--- src/rtl/fetch_unit_pkg.sv ---
// Shared definitions for the fetch stage: default reset/IM base addresses
// and the next-PC source encodings driven by the control unit on pc_sel.
package fetch_unit_pkg;

    localparam logic [31:0] PC_RESET_DEFAULT = 32'h0000_3000;
    localparam logic [31:0] IM_BASE_DEFAULT  = 32'h0000_3000;

    typedef enum logic [1:0] {
        PCSEL_SEQ = 2'b00,
        PCSEL_BR  = 2'b01,
        PCSEL_J   = 2'b10,
        PCSEL_JR  = 2'b11
    } pc_sel_e;

endpackage

--- src/rtl/if_id_reg.sv ---
// IF/ID pipeline register.
//   clk      : rising-edge clock
//   reset    : synchronous active-high clear (dominates en)
//   en       : capture enable (low = hold everything)
//   instr_in : fetched instruction        -> instr_o
//   pc4_in   : fetch pc + 4               -> pc4_o
//   pc8_in   : fetch pc + 8 (link value)  -> pc8_o
//   valid_o  : register holds a real fetched instruction
module if_id_reg (
    input  logic        clk,
    input  logic        reset,
    input  logic        en,
    input  logic [31:0] instr_in,
    input  logic [31:0] pc4_in,
    input  logic [31:0] pc8_in,
    output logic [31:0] instr_o,
    output logic [31:0] pc4_o,
    output logic [31:0] pc8_o,
    output logic        valid_o
);

    logic [31:0] instr_q, instr_d;
    logic [31:0] pc4_q, pc4_d;
    logic [31:0] pc8_q, pc8_d;
    logic        valid_q, valid_d;

    always_comb begin
        instr_d = instr_q;
        pc4_d   = pc4_q;
        pc8_d   = pc8_q;
        valid_d = valid_q;
        if (en) begin
            instr_d = instr_in;
            pc4_d   = pc4_in;
            pc8_d   = pc8_in;
            valid_d = 1'b1;
        end
    end

    always_ff @(posedge clk) begin
        if (reset) begin
            instr_q <= '0;
            pc4_q   <= '0;
            pc8_q   <= '0;
            valid_q <= 1'b0;
        end else begin
            instr_q <= instr_d;
            pc4_q   <= pc4_d;
            pc8_q   <= pc8_d;
            valid_q <= valid_d;
        end
    end

    assign instr_o = instr_q;
    assign pc4_o   = pc4_q;
    assign pc8_o   = pc8_q;
    assign valid_o = valid_q;

endmodule

--- src/rtl/fetch_unit.sv ---
// Instruction fetch stage: PC register, next-PC selection and IF/ID register.
//   clk, reset  : rising-edge clock, synchronous active-high reset
//   stall       : hold PC, misalign flag and IF/ID
//   pc_sel      : next-PC source (seq / branch / jump / register)
//   npc_beq     : branch target from D
//   jr_target   : forwarded rs for jr/jalr
//   instr_F     : IM read data for pc_F
//   pc_F        : current fetch address
//   im_index    : IM word index (pc_F - IM_BASE)[11:2]
//   instr_D, PC4_D, PC8_D, valid_D : IF/ID contents
//   misalign_F  : last PC load came from a non-word-aligned register target
module fetch_unit
    import fetch_unit_pkg::*;
#(
    parameter logic [31:0] PC_RESET = PC_RESET_DEFAULT,
    parameter logic [31:0] IM_BASE  = IM_BASE_DEFAULT
) (
    input  logic        clk,
    input  logic        reset,
    input  logic        stall,
    input  logic [1:0]  pc_sel,
    input  logic [31:0] npc_beq,
    input  logic [31:0] jr_target,
    input  logic [31:0] instr_F,
    output logic [31:0] pc_F,
    output logic [9:0]  im_index,
    output logic [31:0] instr_D,
    output logic [31:0] PC4_D,
    output logic [31:0] PC8_D,
    output logic        valid_D,
    output logic        misalign_F
);

    logic [31:0] pc_q, pc_d;
    logic        misalign_q, misalign_d;
    logic [31:0] pc_plus4, pc_plus8;
    pc_sel_e     sel_eff;

    always_comb begin
        pc_plus4   = pc_q + 32'd4;
        pc_plus8   = pc_q + 32'd8;
        // Redirects are only meaningful when D holds a real instruction.
        sel_eff    = valid_D ? pc_sel_e'(pc_sel) : PCSEL_SEQ;
        pc_d       = pc_plus4;
        misalign_d = 1'b0;
        if (stall) begin
            pc_d       = pc_q;
            misalign_d = misalign_q;
        end else begin
            case (sel_eff)
                PCSEL_BR: pc_d = npc_beq;
                PCSEL_J:  pc_d = {PC4_D[31:28], instr_D[25:0], 2'b00};
                PCSEL_JR: begin
                    pc_d       = {jr_target[31:2], 2'b00};
                    misalign_d = |jr_target[1:0];
                end
                default:  pc_d = pc_plus4;
            endcase
        end
    end

    always_ff @(posedge clk) begin
        if (reset) begin
            pc_q       <= PC_RESET;
            misalign_q <= 1'b0;
        end else begin
            pc_q       <= pc_d;
            misalign_q <= misalign_d;
        end
    end

    assign pc_F       = pc_q;
    assign misalign_F = misalign_q;

    // Bits [11:2] of (pc - IM_BASE), with the borrow out of bits [1:0]
    // applied explicitly so no unused low difference bits are created.
    assign im_index = pc_q[11:2] - IM_BASE[11:2]
                    - {9'b0, (pc_q[1:0] < IM_BASE[1:0])};

    // No flush on redirect: the delay-slot instruction is always kept.
    if_id_reg u_if_id (
        .clk      (clk),
        .reset    (reset),
        .en       (~stall),
        .instr_in (instr_F),
        .pc4_in   (pc_plus4),
        .pc8_in   (pc_plus8),
        .instr_o  (instr_D),
        .pc4_o    (PC4_D),
        .pc8_o    (PC8_D),
        .valid_o  (valid_D)
    );

endmodule

--- config.mk ---
export PLATFORM = sky130hd
export DESIGN_NAME = fetch_unit
export DESIGN_NICKNAME = d
export VERILOG_FILES = /design/src/rtl/fetch_unit_pkg.sv /design/src/rtl/if_id_reg.sv /design/src/rtl/fetch_unit.sv
export SDC_FILE = /design/constraint.sdc
export NUM_CORES = 1
export LEC_CHECK = 0
export BUFFER_PORTS_ARGS = -buffer_cell sky130_fd_sc_hd__buf_2
export CAP_MARGIN = 20
export CORE_ASPECT_RATIO = 0.8
export CORE_MARGIN = 4
export CORE_UTILIZATION = 50
export DETAILED_ROUTE_END_ITERATION = 8
export PLACE_DENSITY = 0.77
export SYNTH_ARGS = -nofsm -noshare
export SYNTH_HDL_FRONTEND = slang
export SYNTH_SLANG_ARGS = --single-unit
--- constraint.sdc ---
create_clock -name clk -period 4.1 [get_ports clk]
set_input_delay 0.205 -clock clk [delete_from_list [all_inputs] [get_ports clk]]
set_output_delay 0.205 -clock clk [all_outputs]
set_load 0.05 [all_outputs]
==> results.txt, run 1 <==
CTS Sinks: 128
Detailed Route WL: 21720 um
cell area after synthesis: 0.006751 mm^2
fmax: 359.5 MHz
CP Capture Type: flop
Setup Skew: 0.007785 ns
grt total ovfl: 0
largest net degree at the start of global routing: 81
CP arrival: 3.11 ns
Mean Syn Cell Area: 8.203 um^2
# hold bufs at CTS: 0
Syn Inst Count: 823
status: completed
Tcrit/Tclk final: 0.6785
Final Max Tran Viols: 0
hold_sp: instr_F[1]
initial cell density of the core: 0.5172
Leak: 3.737 nW
root buf cell: clkbuf_16
Yosys top cell by area: dfxtp_1
chip height: 111.9 um
RSZ-0062 raised after global routing: no
setup violators final: 0
nets@finish: 1106
die area: 0.01544 mm^2
post-cts sizing count: 0
# fillers: 1200
vias in the first global route: 6553
WHS Endpoint: u_if_id.instr_o[1]$_SDFFE_PP0N_
Overall Global Routing Usage: 0.2748
ys flop type: dfxtp_1
DP Worst Slack: 1.390 ns
layout cells sized above 1: 0.3012
Cell variety after synth: 62
# rows: 37
antenna-violating nets left: 0
startpoint types: flop
internal reg-to-reg setup slack: 1.32 ns
critical path class: flop to flop
Worst slew margin: 0.3905
Worst R2R Path Depth: 6
Worst-Margin Slew: 0.9142 ns
residual DRC count: 0
WHS Path Cells: 3
max-capacitance violation count: 0
io pins: 241
via count: 6838
Worst VDD drop: 283.5 uV
routability cong.: 0.9244
first-pass GRT wire length: 33600 um
CTS HTree Levels: 4
IO Port Bufs: 240
CP max FO: 11
clock network power share: 0.430
Final Hold Fails: 0
Die Wd: 137.9 um
clk slew on worst S/H paths: 0.06 ns
Required @ worst endpoint: 4.43 ns
post-DP HPWL: 15720 um
Reg2Reg Launch Point: pc_F[4]$_SDFFE_PP0N_
initial antenna violation count: 0
setup TNS: 0 ns
wire per inst: 18.24 um
Reg power frac: 0.386
core region area: 0.01306 mm^2
CTS tree: yes
sw power: 1.168 mW
Sw Share: 0.3260
synth top area cells: dfxtp_1, mux2i_1, nor2_1
Synth top area share: 0.3795
synthesis-to-finish area growth: 24.80%
post-synth net total: 926
final worst slack: 1.318 ns
yosys warns: 0
via-per-instance ratio: 5.741
R2R Path End: pc_F[29]$_SDFFE_PP0N_
Int Power: 2.415 mW
drt pass-1 iters: 5
Comb power frac: 0.184
Pwr per Cell Area: 425.3 mW/mm^2
synthesized flop and latch total: 128
Ant. Diodes: 0
Starting DRT DRC Count: 556
CTS Buffer Depth: 2
Tmin final: 2.782 ns
number of synthesized flops with an enable pin: 0
TritonCTS Buffers: 17
Seq/Total Area, Yosys: 0.3795
worst min path class: input port to flop
asr flop ratio synth: 0
postcts setup bufs: 0
Hold Worst Slack: 0.02033 ns
worst skew pair latency: 0.42 ns
[sequential cells by signal (all words and copies together) (netlist names)]
name,flops
pc_F,32
u_if_id.instr_o,32
u_if_id.pc4_o,32
u_if_id.valid_o,1
misalign_F,1
u_if_id.pc8_o,30
[metal layers]
metal | routed length [um] | part of all wire | up-vias | track usage
li1 | - | - | 3288 | -
met1 | 9022 | 0.42 | 3203 | 0.3546
met2 | 10160 | 0.47 | 299 | 0.4353
met3 | 1868 | 0.086 | 48 | 0.07769
met4 | 665 | 0.031 | 0 | 0.1047
met5 | 0 | 0 | - | 0
[cells in the mapped netlist, types with 9 or more instances]
cell type / count
nand4_1: 18
nand3_1: 27
xnor2_1: 24
o21ai_0: 24
mux2_2: 11
buf_4: 17
a211oi_1: 29
dfxtp_1: 128
nor2_1: 119
a21oi_1: 65
clkbuf_1: 47
buf_2: 17
xor2_1: 22
inv_1: 21
mux2i_1: 53
nor3_1: 12
a22oi_1: 9
nand2_1: 58
[through the flow]
step           cells  area, um^2    util  total power, mW
2_1_floorplan    823        6751       -            1.887
3_3_place_gp    1159        7828  0.5996            2.060
3_5_place_dp    1159        7828  0.5996            2.066
4_1_cts         1191        8426  0.6454            3.594
5_1_grt         1191        8426  0.6454            3.705
6_report        1191        8426  0.6454            3.584
[critical path, cell delays in order (launching register included)]
cell and delay [ns]:
dfxtp_1 0.54, ha_1 0.37, nand4_1 0.33, nor4_4 0.63, nand3_2 0.18, or4_1 0.50, a31oi_1 0.13
[kinds of logic after synthesis]
group                      after synthesis  share of synthesized area
adders and majority gates                2                   0.003706
AOI/OAI and AO/OA                      190                     0.1868
and+or+nand+nor                        283                     0.1994
DFF                                    128                     0.3795
buffers and inverters                  110                    0.07394
xor gates and xnor gates                46                    0.05967
muxes                                   64                    0.09692
[placed cells by master, fill, tap and decap left out, types with 5 or more instances in the layout]
cell type / synthesis / layout
nor4_1: 5 / 5
o21ai_0: 24 / 24
and4_1: 6 / 6
a22o_1: 5 / 5
clkinv_4: 0 / 5
a22oi_1: 9 / 9
inv_6: 0 / 7
mux2i_1: 53 / 53
xor2_1: 22 / 22
buf_2: 17 / 238
a311oi_1: 5 / 5
o32ai_1: 6 / 6
nand3_1: 27 / 27
a221oi_1: 5 / 5
o22ai_1: 5 / 5
mux2_2: 11 / 11
xnor2_1: 24 / 24
clkbuf_16: 0 / 17
inv_1: 21 / 21
dfxtp_1: 128 / 128
nand2_1: 58 / 58
or3_1: 7 / 7
buf_4: 17 / 10
and3_1: 5 / 5
nor2_1: 119 / 119
nor2b_1: 7 / 7
nand4_1: 18 / 18
a31oi_1: 5 / 5
a211oi_1: 29 / 29
nor3_1: 12 / 12
a21oi_1: 65 / 65
[final cells by class]
cell class,count,area (um^2),share of cell area
Clock buffer,17,425.4,0.05049
Inverter,23,86.33,0.01025
Tap cell,175,219.0,0.02599
Clock inverter,15,172.7,0.02049
Timing Repair Buffer,248,1266,0.1503
Multi-Input combinational cell,585,3694,0.4384
Sequential cell,128,2562,0.3041
[power by group through the flow]
| stage | clock [mW] | combinational (mW) | sequential, mW |
|---|---|---|---|
| floorplan | 0 | 0.287 | 1.60 |
| global placement | 0 | 0.653 | 1.41 |
| detailed placement | 0 | 0.658 | 1.41 |
| CTS | 1.55 | 0.660 | 1.38 |
| global route | 1.61 | 0.705 | 1.39 |
| finish | 1.54 | 0.658 | 1.38 |
[worst max-delay path by stage]
stage	from	endpoint	slack [ns]	cells past startpoint
2_1_floorplan	pc_F[3]$_SDFFE_PP0N_	pc_F[20]$_SDFFE_PP0N_	1.45	6
3_3_place_gp	pc_F[4]$_SDFFE_PP0N_	pc_F[29]$_SDFFE_PP0N_	1.48	6
3_5_place_dp	pc_F[4]$_SDFFE_PP0N_	pc_F[29]$_SDFFE_PP0N_	1.39	6
4_1_cts	pc_F[4]$_SDFFE_PP0N_	pc_F[29]$_SDFFE_PP0N_	1.38	6
5_1_grt	pc_F[4]$_SDFFE_PP0N_	pc_F[29]$_SDFFE_PP0N_	1.06	6
6_report	pc_F[4]$_SDFFE_PP0N_	pc_F[29]$_SDFFE_PP0N_	1.32	6
(Power assumes the default switching activity.)
==> inputs of run 2 (changes only) <==
--- a/config.mk
+++ b/config.mk
@@ -9,9 +9,9 @@
 export CAP_MARGIN = 20
 export CORE_ASPECT_RATIO = 0.8
 export CORE_MARGIN = 4
-export CORE_UTILIZATION = 50
+export CORE_UTILIZATION = 46
 export DETAILED_ROUTE_END_ITERATION = 8
-export PLACE_DENSITY = 0.77
+export PLACE_DENSITY = 0.75
 export SYNTH_ARGS = -nofsm -noshare
 export SYNTH_HDL_FRONTEND = slang
 export SYNTH_SLANG_ARGS = --single-unit
==> constraint.sdc (replaced) <==
create_clock -name clk -period 2.24 [get_ports clk]
set_input_delay 0.112 -clock clk [delete_from_list [all_inputs] [get_ports clk]]
set_output_delay 0.112 -clock clk [all_outputs]
set_load 0.05 [all_outputs]
==> run 2 against run 1 <==
  * Wire length up 12%
  * Non-clock buffer count rose by 82
  * Register-to-register slack worse by 1.2 ns
  * Worst setup slack got worse by 1.2 ns
  * Fmax is 29% higher
  * Clock-buffer cell count increased by 1
  * Die area up 8.1%
  * Critical path type unchanged
  * Critical endpoint is now pc_F[20]$_SDFFE_PP0N_
  * Largest cell class unchanged
==> results.txt, run 2 (synthesized netlist as in run 1, its figures left out) <==
status: completed
residual DRC count: 0
core region area: 0.01435 mm^2
Critical-path top delay cell: or4_4
Required @ worst endpoint: 2.59 ns
post-DP HPWL: 17160 um
io pins: 241
Final Max Tran Viols: 0
total power: 6.682 mW
Pwr per Cell Area: 723.5 mW/mm^2
CTS Buffer Depth: 2
die area: 0.01669 mm^2
worst setup path startpoint: pc_F[3]$_SDFFE_PP0N_
Final Cell Area: 0.009236 mm^2
synthesis-to-finish area growth: 36.81%
largest net degree at the start of global routing: 77
setup TNS: 0 ns
CTS Sinks: 128
fmax: 464.7 MHz
# rows: 39
first-pass GRT wire length: 37630 um
TritonCTS Buffers: 17
via count: 7302
Reg2Reg Launch Point: pc_F[3]$_SDFFE_PP0N_
Overall Global Routing Usage: 0.2865
wire per inst: 18.91 um
Worst VDD drop: 568.6 uV
worst skew pair latency: 0.42 ns
layout cells sized above 1: 0.3352
Ant. Diodes: 0
last element of the critical path: pc_F[20]$_SDFFE_PP0N_
Die Wd: 143.5 um
initial antenna violation count: 0
via-per-instance ratio: 5.696
# fillers: 1245
CTS HTree Levels: 4
chip height: 116.4 um
Leak: 4.128 nW
CP Capture Type: flop
startpoint types: flop
root buf cell: clkbuf_16
routability cong.: 0.9579
antenna-violating nets left: 0
Hold Worst Slack: 0.03669 ns
internal reg-to-reg setup slack: 0.09 ns
Worst Path Buf+Inv: 0
placed cell area: 0.008203 mm^2
CP max FO: 6
commonest non-fill, non-tap cells in the layout: buf_2, nor2_1, dfxtp_1
Setup Skew: 0.01057 ns
max-capacitance violation count: 0
CP delay by family, top: simple AND/OR/NAND/NOR gates
worst path cell trace: ha_4 > nand4_2 > or4_4 > or3_4 > o31a_1 > a21oi_1
CTS tree: yes
CP arrival: 2.50 ns
IO Port Bufs: 240
DP Cell Count: 1206
Tmin final: 2.152 ns
Worst slew margin: 0.6238
drt pass-1 iters: 5
vias in the first global route: 7090
critical path class: flop to flop
Final Hold Fails: 0
Detailed Route WL: 24240 um
Tcrit/Tclk final: 0.9608
commonest non-fill, non-tap cell in the layout: buf_2
slowest stage delay, CP: 0.57 ns
initial cell density of the core: 0.4706
worst min path class: input port to flop
R2R Path End: pc_F[20]$_SDFFE_PP0N_
Worst-Margin Slew: 0.5644 ns
nets@finish: 1188
Starting DRT DRC Count: 612
grt total ovfl: 0
non-filler instance count after layout: 1282
clk slew on worst S/H paths: 0.06 ns
Crit path depth: 6
setup violators final: 0
Worst R2R Path Depth: 6
[run 2: worst min-delay path, cell delays in order]
cell,delay (ns)
buf_2,0.10
a21oi_1,0.14
nor4_1,0.07
[run 2: layout make-up]
type | instances | area, um^2 | share of cell area
timing repair buffer | 330 | 2011 | 0.2177
clock inverter | 14 | 165.2 | 0.01788
sequential | 128 | 2582 | 0.2796
clock buffer | 18 | 429.2 | 0.04646
inverter | 23 | 86.33 | 0.009347
multi-input combinational | 585 | 3732 | 0.4041
tap | 184 | 230.2 | 0.02493
[run 2: worst min path at each step]
stage                     cells past startpoint         start                          endpoint  slack [ns]
after global routing                          3  jr_target[6]              pc_F[6]$_SDFFE_PP0N_        0.08
final                                         3  jr_target[6]              pc_F[6]$_SDFFE_PP0N_        0.04
after CTS                                     3  jr_target[3]              pc_F[3]$_SDFFE_PP0N_        0.01
after floorplan                               2    instr_F[0]   u_if_id.instr_o[0]$_SDFFE_PP0N_        0.26
after detailed placement                      3   instr_F[25]  u_if_id.instr_o[25]$_SDFFE_PP0N_        0.35
after global placement                        3   instr_F[29]  u_if_id.instr_o[29]$_SDFFE_PP0N_        0.34
[run 2: report_power, final]
group | switching, mW | total, mW | internal, mW
logic | 0.930 | 1.37 | 0.443
clock network | 1.06 | 2.80 | 1.74
registers | 0.106 | 2.51 | 2.40
[run 2: metal layers]
metal | wire, um | global-route usage | vias up
li1 | - | - | 3455
met1 | 9811 | 0.3593 | 3449
met2 | 11660 | 0.4880 | 352
met3 | 2176 | 0.07736 | 46
met4 | 595 | 0.08218 | 0
met5 | 0 | 0 | -
[run 2: what timing repair did]
| item | in CTS | in global routing |
|---|---|---|
| gates resized for setup | 0 | 5 |
| hold buffers | 35 | 0 |
| buffers inserted | 0 | 9 |
| setup endpoints to repair | 0 | 14 |
| hold endpoints to repair | 35 | 0 |
[run 2: stage by stage]
stage	worst slack (ns)	utilization
final	0.08792	0.6438
after global placement	0.1463	0.5718
after detailed placement	0.05202	0.5718
after CTS	0.03874	0.6376
after global routing	-0.009111	0.6438
after floorplan	-0.01832	-
==> inputs of run 3 (changes only) <==
--- a/config.mk
+++ b/config.mk
@@ -5,13 +5,14 @@
 export SDC_FILE = /design/constraint.sdc
 export NUM_CORES = 1
 export LEC_CHECK = 0
+export ABC_AREA = 1
 export BUFFER_PORTS_ARGS = -buffer_cell sky130_fd_sc_hd__buf_2
 export CAP_MARGIN = 20
 export CORE_ASPECT_RATIO = 0.8
-export CORE_MARGIN = 4
-export CORE_UTILIZATION = 46
+export CORE_MARGIN = 1
+export CORE_UTILIZATION = 45
 export DETAILED_ROUTE_END_ITERATION = 8
-export PLACE_DENSITY = 0.75
+export PLACE_DENSITY = 0.73
 export SYNTH_ARGS = -nofsm -noshare
 export SYNTH_HDL_FRONTEND = slang
 export SYNTH_SLANG_ARGS = --single-unit
==> run 3 against run 2 <==
  * The run now ends with design-rule violations left
  * Register-to-register slack improved by 0.03 ns
  * Cell count grew 16%
  * Clock-buffer cell count grew 5
  * Fmax increased by 1.6%
  * Wire length shrank 2.8%
  * Sequential power increased by 3%
  * Clock skew hardly changed
  * Non-clock buffer count fell by 28
  * Worst setup slack better by 0.035 ns
  * Critical path depth grew 2
  * Largest power group unchanged
==> results.txt, run 3 <==
number of synthesized flops with an enable pin: 0
post-cts sizing count: 0
nets@finish: 1397
IO Port Bufs: 240
vias in the first global route: 7143
drt pass-1 iters: 7
ys flop type: dfxtp_1
grt total ovfl: 0
CP max FO: 25
synthesis-to-finish area growth: 34.02%
most frequent cell after synthesis: nand2_1
Post-synth top cells: nand2_1, nor2_1, dfxtp_1
Leak: 4.568 nW
post-synth net total: 1141
non-filler instance count after layout: 1489
CP arrival: 2.42 ns
largest net degree at the start of global routing: 85
CTS Buffer Depth: 2
Pwr per Cell Area: 772.6 mW/mm^2
critical path class: flop to flop
Syn Inst Count: 1038
Cell variety after synth: 29
last element of the critical path: pc_F[6]$_SDFFE_PP0N_
via-per-instance ratio: 5.101
RSZ-0062 raised after global routing: no
Detailed Route WL: 23570 um
clk slew on worst S/H paths: 0.06 ns
fmax: 472.3 MHz
residual DRC count: 32
synth top area cells: dfxtp_1, nand2_1, nor2_1
initial cell density of the core: 0.4652
CTS HTree Levels: 4
DP Cell Count: 1419
R2R Path End: pc_F[6]$_SDFFE_PP0N_
startpoint types: flop
Seq/Total Area, Yosys: 0.3827
Worst-Margin Slew: 0.6906 ns
via count: 7596
Synth top area share: 0.3827
die area: 0.01538 mm^2
Final Max Tran Viols: 0
initial antenna violation count: 0
slowest stage delay, CP: 0.55 ns
total power: 6.934 mW
CTS tree: yes
core region area: 0.01440 mm^2
Tmin final: 2.117 ns
post-layout util: 0.6235
internal reg-to-reg setup slack: 0.12 ns
postcts setup bufs: 0
Overall Global Routing Usage: 0.3141
root buf cell: clkbuf_16
commonest non-fill, non-tap cells in the layout: buf_2, nand2_1, nor2_1
Critical-path top delay cell: dlygate4sd3_1
Worst VDD drop: 515.2 uV
CTS Sinks: 128
routability cong.: 0.9302
asr flop ratio synth: 0
cell area after synthesis: 0.006696 mm^2
# rows: 39
wire per inst: 15.83 um
Starting DRT DRC Count: 587
io pins: 241
first-pass GRT wire length: 37600 um
CP Capture Type: flop
Ant. Diodes: 0
layout cells sized above 1: 0.2414
failing checks: design-rule violations
synthesized flop and latch total: 128
worst setup path startpoint: u_if_id.valid_o$_SDFFE_PP0N_
worst skew pair latency: 0.42 ns
Reg2Reg Launch Point: u_if_id.valid_o$_SDFFE_PP0N_
max-capacitance violation count: 0
status: complete, but fails checks
post-DP HPWL: 16810 um
Mean Syn Cell Area: 6.451 um^2
TritonCTS Buffers: 17
Required @ worst endpoint: 2.54 ns
Worst slew margin: 0.5396
antenna-violating nets left: 0
yosys warns: 0
Worst R2R Path Depth: 8
Tcrit/Tclk final: 0.9452
setup violators final: 0
worst path cell trace: nand2_1 > nand2_2 > nor2_1 > buf_4 > inv_1 > o21ai_0 > a21oi_1 > dlygate4sd3_1
chip height: 111.1 um
Final Hold Fails: 0
Die Wd: 138.4 um
Yosys top cell by area: dfxtp_1
commonest non-fill, non-tap cell in the layout: buf_2
Setup Skew: 0.01081 ns
setup TNS: 0 ns
worst min path class: input port to flop
[run 3: changes by cell type after synthesis, moves of 22 or more]
cell,change
nand3_1,+68
clkbuf_1,-22
nand2_1,+168
o21ai_0,+60
mux2i_1,-53
a211oi_1,-29
inv_1,+90
nor2_1,+64
[run 3: logic make-up after synthesis]
| logic type | share of synthesized area |
|---|---|
| buf+inv | 0.1140 |
| simple gates | 0.3339 |
| flops | 0.3827 |
| xor+xnor | 0.02616 |
| compound gates | 0.1396 |
| fa+ha+maj | 0.003736 |
[run 3: worst min path at each step]
| stage | from | to | cells after the start |
|---|---|---|---|
| 2_1_floorplan | instr_F[0] | u_if_id.instr_o[0]$_SDFFE_PP0N_ | 2 |
| 3_3_place_gp | instr_F[27] | u_if_id.instr_o[27]$_SDFFE_PP0N_ | 3 |
| 3_5_place_dp | instr_F[8] | u_if_id.instr_o[8]$_SDFFE_PP0N_ | 3 |
| 4_1_cts | jr_target[4] | pc_F[4]$_SDFFE_PP0N_ | 3 |
| 5_1_grt | npc_beq[15] | pc_F[15]$_SDFFE_PP0N_ | 5 |
| 6_report | npc_beq[15] | pc_F[15]$_SDFFE_PP0N_ | 5 |
[run 3: area by class of cell]
type | count | area, um^2
inverters | 113 | 426.7
multi-input cells | 732 | 3373
well taps | 184 | 230.2
fillers | 1353 | 5420
repair buffers | 302 | 1804
flip-flops and latches | 128 | 2562
clock buffers | 23 | 467.9
clock inverters | 7 | 110.1
[run 3: report_power, final]
| part | internal, mW | switching, mW |
|---|---|---|
| Clock | 1.79 | 1.02 |
| Sequential | 2.44 | 0.141 |
| Combinational | 0.429 | 1.12 |
| Total | 4.66 | 2.28 |
[run 3: through the flow]
step / hold slack, ns / area, um^2 / setup WS, ns
3_5_place_dp: 0.3537 / 7996 / 0.3952
5_1_grt: 0.05117 / 8975 / 0.01235
2_1_floorplan: 0.2636 / 6696 / 0.2326
4_1_cts: 0.03463 / 8975 / 0.1279
6_report: 0.04921 / 8975 / 0.1228
3_3_place_gp: 0.3455 / 7996 / 0.4261
[run 3: metal layers]
layer / part of all wire / global-route usage
met1: 0.44 / 0.4004
met2: 0.45 / 0.5117
met3: 0.076 / 0.07257
met4: 0.032 / 0.1281
met5: 0 / 0
[run 3: timing repair]
action | in CTS | in global routing
hold endpoints to repair | 38 | 0
endpoints found under the setup margin | 0 | 0
hold buffers | 40 | 0
[run 3: critical path: cells and delay by family (launching register included)]
| kind | cells | cell delay (ns) |
|---|---|---|
| AOI/OAI and AO/OA | 2 | 0.37 |
| and+or+nand+nor | 3 | 0.32 |
| DFF | 1 | 0.34 |
| buffers and inverters | 3 | 0.97 |
